$ cat src/rtl/cpu8_multicycle_ctrl.sv
// Multi-cycle control unit for the 8-bit CPU: owns PC/IR, fetches over a
// req/ack handshake, decodes the 3-bit opcode and drives datapath strobes.
module cpu8_multicycle_ctrl #(
    parameter logic [7:0] PC_RESET    = 8'h00,
    parameter int         MEM_TIMEOUT = 15
) (
    input  logic       clk,
    input  logic       rst,
    input  logic       mem_ack,
    input  logic [7:0] mem_rdata,
    input  logic       zero_flag,
    output logic [7:0] pc,
    output logic [7:0] ir,
    output logic       mem_req,
    output logic       mem_we,
    output logic       mem_addr_sel,
    output logic [1:0] alu_op,
    output logic       alu_src_imm,
    output logic       reg_we,
    output logic       reg_wsel,
    output logic       halted,
    output logic       fault,
    output logic [2:0] state
);

    typedef enum logic [2:0] {
        S_FETCH  = 3'd0,
        S_DECODE = 3'd1,
        S_EXEC   = 3'd2,
        S_MEM    = 3'd3,
        S_HALT   = 3'd4
    } state_e;

    localparam logic [2:0] OP_ADD  = 3'b000;
    localparam logic [2:0] OP_SUB  = 3'b001;
    localparam logic [2:0] OP_ADDI = 3'b010;
    localparam logic [2:0] OP_LW   = 3'b011;
    localparam logic [2:0] OP_SW   = 3'b100;
    localparam logic [2:0] OP_BEQZ = 3'b101;
    localparam logic [2:0] OP_JMP  = 3'b110;

    localparam logic [7:0] TO_LAST = 8'(MEM_TIMEOUT - 1);

    state_e     state_q, state_d;
    logic [7:0] pc_q, pc_d;
    logic [7:0] ir_q, ir_d;
    logic       fault_q, fault_d;
    logic [7:0] tcnt_q, tcnt_d;

    logic [2:0] op;
    logic [7:0] sext8;
    logic [7:0] pc_inc;
    logic [7:0] pc_rel;
    logic       timed_out;

    assign op        = ir_q[7:5];
    assign sext8     = {{5{ir_q[2]}}, ir_q[2:0]};
    assign pc_inc    = pc_q + 8'd1;
    assign pc_rel    = pc_q + sext8;
    // This wait cycle is the MEM_TIMEOUT-th one without an ack.
    assign timed_out = (tcnt_q >= TO_LAST);

    always_comb begin
        state_d      = state_q;
        pc_d         = pc_q;
        ir_d         = ir_q;
        fault_d      = fault_q;
        tcnt_d       = tcnt_q;
        mem_req      = 1'b0;
        mem_we       = 1'b0;
        mem_addr_sel = 1'b0;
        alu_op       = 2'b00;
        alu_src_imm  = 1'b0;
        reg_we       = 1'b0;
        reg_wsel     = 1'b0;
        halted       = 1'b0;

        case (state_q)
            S_FETCH: begin
                mem_req = 1'b1;
                if (mem_ack) begin
                    ir_d    = mem_rdata;
                    pc_d    = pc_inc;
                    tcnt_d  = 8'd0;
                    state_d = S_DECODE;
                end else if (timed_out) begin
                    fault_d = 1'b1;
                    state_d = S_HALT;
                end else begin
                    tcnt_d = tcnt_q + 8'd1;
                end
            end
            S_DECODE: begin
                tcnt_d  = 8'd0;
                state_d = S_EXEC;
            end
            S_EXEC: begin
                state_d = S_FETCH;
                case (op)
                    OP_ADD, OP_SUB: begin
                        alu_op = (op == OP_SUB) ? 2'b01 : 2'b00;
                        reg_we = 1'b1;
                    end
                    OP_ADDI: begin
                        alu_src_imm = 1'b1;
                        reg_we      = 1'b1;
                    end
                    OP_LW, OP_SW: state_d = S_MEM;
                    OP_BEQZ: if (zero_flag) pc_d = pc_rel;
                    OP_JMP:  pc_d = pc_rel;
                    default: state_d = S_HALT;
                endcase
            end
            S_MEM: begin
                mem_req      = 1'b1;
                mem_addr_sel = 1'b1;
                mem_we       = (op == OP_SW);
                if (mem_ack) begin
                    reg_we   = (op == OP_LW);
                    reg_wsel = (op == OP_LW);
                    tcnt_d   = 8'd0;
                    state_d  = S_FETCH;
                end else if (timed_out) begin
                    fault_d = 1'b1;
                    state_d = S_HALT;
                end else begin
                    tcnt_d = tcnt_q + 8'd1;
                end
            end
            S_HALT: halted = 1'b1;
            default: begin
                fault_d = 1'b1;
                state_d = S_HALT;
            end
        endcase

        // Keep the bus quiet while reset is held, even though state is already FETCH.
        if (rst) begin
            mem_req      = 1'b0;
            mem_we       = 1'b0;
            mem_addr_sel = 1'b0;
            alu_op       = 2'b00;
            alu_src_imm  = 1'b0;
            reg_we       = 1'b0;
            reg_wsel     = 1'b0;
        end
    end

    always_ff @(posedge clk) begin
        if (rst) begin
            state_q <= S_FETCH;
            pc_q    <= PC_RESET;
            ir_q    <= 8'h00;
            fault_q <= 1'b0;
            tcnt_q  <= 8'd0;
        end else begin
            state_q <= state_d;
            pc_q    <= pc_d;
            ir_q    <= ir_d;
            fault_q <= fault_d;
            tcnt_q  <= tcnt_d;
        end
    end

    assign pc    = pc_q;
    assign ir    = ir_q;
    assign fault = fault_q;
    assign state = state_q;

endmodule

$ cat config.mk
export PLATFORM = sky130hd
export DESIGN_NAME = cpu8_multicycle_ctrl
export DESIGN_NICKNAME = d
export VERILOG_FILES = /design/src/rtl/cpu8_multicycle_ctrl.sv
export SDC_FILE = /design/constraint.sdc
export NUM_CORES = 1
export LEC_CHECK = 0
export CAP_MARGIN = 5
export CELL_PAD_IN_SITES_DETAIL_PLACEMENT = 0
export CELL_PAD_IN_SITES_GLOBAL_PLACEMENT = 1
export CORE_UTILIZATION = 36
export CTS_CLUSTER_SIZE = 14
export DETAILED_ROUTE_END_ITERATION = 10
export GPL_ROUTABILITY_DRIVEN = 0
export HOLD_SLACK_MARGIN = 0.06
export PLACE_DENSITY_LB_ADDON = 0.1
export SETUP_SLACK_MARGIN = 0.1
export SLEW_MARGIN = 5
export SYNTH_ARGS = -nofsm -noshare
export SYNTH_HDL_FRONTEND = slang
export SYNTH_SLANG_ARGS = --single-unit
$ cat constraint.sdc
create_clock -name clk -period 3.26 [get_ports clk]
set_clock_uncertainty 0.05 [all_clocks]
set_input_delay 0.652 -clock clk [delete_from_list [all_inputs] [get_ports clk]]
set_output_delay 0.652 -clock clk [all_outputs]
set_load 0.03 [all_outputs]
Word level (Yosys, flattened, before mapping)
Index checks and enable logic that the tools add are counted.
W data, S select, Z words.
- register bits: 28
- bits of input ports: 12
- output and inout bits: 29
- $add $sub $neg: 3
- $lt $le $gt $ge: 1
- equality and inequality tests: 16
- mux-type cells: 35
- bitwise operators: 1
- reductions and logical operators: 14
- operator list (operator ; number):
    $pmux W8 S2 ; 3
    $mux W8 ; 4
    $mux W1 ; 20
    $add A8 B1 Y8 const B ; 2
    $pmux W3 S5 ; 1
    $eq A3 B2 Y1 const B ; 4
    $eq A3 B3 Y1 const B ; 4
    $mux W3 ; 3
    $add A8 B8 Y8 ; 1
    $ge A8 B4 Y1 const B ; 1
    $eq A3 B1 Y1 const B ; 2
    $logic_not A3 Y1 ; 2
    $ne A3 B3 Y1 const B ; 2
    $pmux W3 S2 ; 1
    $reduce_or A2 Y1 ; 3
    $reduce_or A3 Y1 ; 2
    $reduce_or A5 Y1 ; 1
    $ne A2 B2 Y1 const B ; 2
    $pmux W1 S2 ; 2
    $reduce_and A2 Y1 ; 2
    $reduce_and A4 Y1 ; 1
    $reduce_bool A2 Y1 ; 2
    $ne A3 B2 Y1 const B ; 1
    $reduce_and A3 Y1 ; 1
    3 further kinds ; 3

Depth between registers and ports, before layout
- word-level depth: 5
- gate-level depth with buffers: 10

Worst setup path after synthesis
OpenSTA, ideal clock, no wires.
- kind: flip-flop to output port
- from: register state_q[0] (netlist: state[0])
- to: output port reg_we
- arrival: 2.566 ns
- setup slack: -0.008 ns
- cell stages (with the launch flop): 6
- path buffers: 1
- path through: dfxtp_1 -> buf_2 -> nand2_1 -> or3_1 -> nor4_1 -> a31o_2
- longest elaborated chain between the ends: 3
- elaborated cells between the ends (all ways): 4
- ends and longest elaborated chain (item ; RTL line ; source):
    from (decl) ; 44 ; state_e state_q, state_d;
    from (signal assigned) ; 157 ; state_q <= state_d;
    $eq A3 B2 Y1 ; 78 ; case (state_q)
    $pmux W1 S2 (*) ; 78 ;
    $mux W1 (*) ; 138 ; if (rst) begin
    to (decl) ; 19 ; output logic reg_we,
Mark *: on every way between the ends. The rest lies on a longest branch, timed or not.

Worst setup path after layout
- from: input port rst
- to: output port reg_we
- longest elaborated chain between the ends: 1
- ends and longest elaborated chain (item ; RTL line ; source):
    from (decl) ; 8 ; input logic rst,
    $mux W1 ; 138 ;
Every way passes these cells.

==> results_dict.tcl <==
set metrics [dict create \
    root_buffer "clkbuf_8" \
    die_w_um 69.2 \
    area_growth_pct 28.3 \
    grt_max_degree 32 \
    initial_core_util 0.373 \
    reg2reg_from "state[0]" \
    clk_latency_ns 0.27 \
    hold_depth 2 \
    wirelength_mm 3.94 \
    endpoint "reg_we" \
    numCtsBuffers 3 \
    htree_levels 1 \
    drt.antenna.violating_nets 0 \
    finalMaxSlewViolations 0 \
    worstRegToRegCells 9 \
    drt_pass1_iterations 6 \
    grt_use_total 0.169 \
    drt_iter0_drc 62 \
    critPathLaunch "rst" \
    tns_ns 0 \
    layout_commonest_cell "clkdlybuf4s50_1" \
    portBuffers 39 \
    clkSlewWorstSetupHoldPaths_ns 0.10 \
    cts.hold.buffers_added 0 \
    num_antenna_cells 0 \
    hold_viol_final 0 \
    total_power_mw 0.706 \
    syn_nets 210 \
    synthFlopType "dfxtp_1" \
    dp_cells 278 \
    wl_per_cell_um 14.0 \
    synthArstFlopShare 0 \
    arrival_ns 2.15 \
    critPathMaxFanout 3 \
    maxCapViolCount 0 \
    grt_pass1_wl_mm 6.71 \
    die_h_um 69.2 \
    final_cell_mix "32 x clkdlybuf4s50_1, 28 x dfxtp_1, 22 x nand2_1" \
    fmax_mhz 350 \
    n_fill_cell 432 \
    setup_slack_ns 0.404 \
    avgSynthCellArea_um2 8.42 \
    worstHoldPathType "reg -> reg" \
    cts.sinks 28 \
    cts_tree "done" \
    avgViaCountPerCell 5.42 \
    outcome "finished clean" \
    grt_overflow 0 \
    p_leak_nw 0.802 \
    setup.worst_path.class "in -> out" \
    power_density_nw_per_um2 338 \
    antenna_found_initial 0 \
    via_count 1523 \
    cp-end-kind "primary output" \
    layout-drive-gt1-share 0.114 \
    io_pins 41 \
    cp-start-kind "primary input" \
    place_hpwl_mm 2.83 \
    grt_pass1_vias 1425 \
    r2r-end "pc[6]" \
    synth_edf_count 0 \
    synth-seq-area-share 0.345 \
    finalCritPeriodShare 0.876 \
    r2r_slack_ns 0.78 \
    ys_ff_latch 28 \
    postCtsResizedCells 0 \
    drc 0 \
    worst_pin_slew_ns 0.554 \
    cp.required_ns 2.56 \
    cts_setup_buffers 0 \
    vdd_drop_max_v 0.000189 \
    synth.distinct_cells 56 \
    final_cells 281 \
    fin_nets 248 \
    fp.dieArea_um2 4790 \
    finalSetupViolCount 0 \
    core_um2 4350 \
    max_slew_margin 0.629 \
    rsz0062_at_grt "no" \
    syn_area_um2 1630 \
    rows 24 \
    synth_cells 193 \
    period_minus_slack_ns 2.86 \
    dp_slack_ns 0.407 \
    finish.utilization 0.479 \
    cts_max_path_buffers 2 \
    yosysWarnings 0 \
]
-- flip-flops by register name, indices dropped and copies added (netlist names) --
| register | flops |
|---|---|
| state | 3 |
| ir | 8 |
| pc | 8 |
| fault | 1 |
| tcnt_q | 8 |
-- synthesized netlist by cell type (all sizes together) (2+ instances only) --
cell type / number / area [um^2]
nand3: 7 / 35.0
or3b: 2 / 17.5
nand2b: 3 / 26.3
a21oi: 15 / 75.1
and3: 3 / 18.8
nor2: 13 / 48.8
mux2: 6 / 71.3
nand4: 6 / 37.5
nor4: 4 / 31.3
nand3b: 2 / 15.0
nor2b: 9 / 56.3
nor3: 8 / 40.0
inv: 8 / 30.0
a21o: 3 / 22.5
xnor2: 2 / 17.5
and2: 3 / 18.8
o211ai: 2 / 28.8
o21ai: 3 / 15.0
or3: 2 / 12.5
a22oi: 4 / 30.0
nand2: 22 / 82.6
a21boi: 2 / 15.0
clkbuf: 3 / 11.3
o21a: 3 / 22.5
ha: 4 / 50.1
dfxtp: 28 / 561
buf: 7 / 45.0
-- cells by family (layout without fill, tap and decap cells) --
logic type | count (synthesis) | in the layout | synth area share
flip-flops | 28 | 28 | 0.345
AO/OA/AOI/OAI | 40 | 40 | 0.172
adder cells (fa/ha/maj) | 5 | 5 | 0.0431
AND/OR/NAND/NOR | 92 | 92 | 0.324
buffers and inverters | 18 | 54 | 0.0531
XOR/XNOR | 3 | 3 | 0.0162
multiplexers | 6 | 6 | 0.0439
other | 1 | 1 | 0.00231
-- critical path, cell delays in order --
cell,delay (ns)
clkdlybuf4s50_1,0.45
or3_1,0.43
nor4_2,0.31
a31o_2,0.15
buf_4,0.15
-- through the flow --
step / hold slack, ns / instance area (um^2)
6_report: 0.415 / 2080
5_1_grt: 0.451 / 2080
4_1_cts: 0.418 / 2080
3_5_place_dp: 0.400 / 2040
3_3_place_gp: 0.396 / 2040
2_1_floorplan: 0.401 / 1630
-- routing by layer --
metal,vias up,GRT usage,part of all wire
met3,4,0.0262,0.046
met2,49,0.271,0.45
li1,762,-,-
met4,0,0.0476,0.0089
met1,708,0.236,0.49
met5,-,0,0
-- final cells by class --
class                           instances  area, um^2  share of cell area
Multi-Input combinational cell        147         985               0.472
Sequential cell                        28         561               0.269
Tap cell                               52        65.1              0.0312
Timing Repair Buffer                   43         403               0.193
Inverter                                8        30.0              0.0144
Clock buffer                            3        41.3              0.0198
-- report_power, final --
group          total [mW]  switching, mW  internal (mW)
logic               0.144         0.0817         0.0624
clock network       0.190          0.107         0.0831
registers           0.371         0.0169          0.355
total               0.706          0.206          0.500
-- how the worst min path moves through the flow --
stage | from | to | slack, ns
6_report | ir[4] | ir[4] | 0.41
5_1_grt | ir[4] | ir[4] | 0.45
4_1_cts | ir[4] | ir[4] | 0.42
3_5_place_dp | ir[4] | ir[4] | 0.40
3_3_place_gp | ir[4] | ir[4] | 0.40
2_1_floorplan | tcnt_q[6] | tcnt_q[6] | 0.40
(Power assumes the default switching activity.)
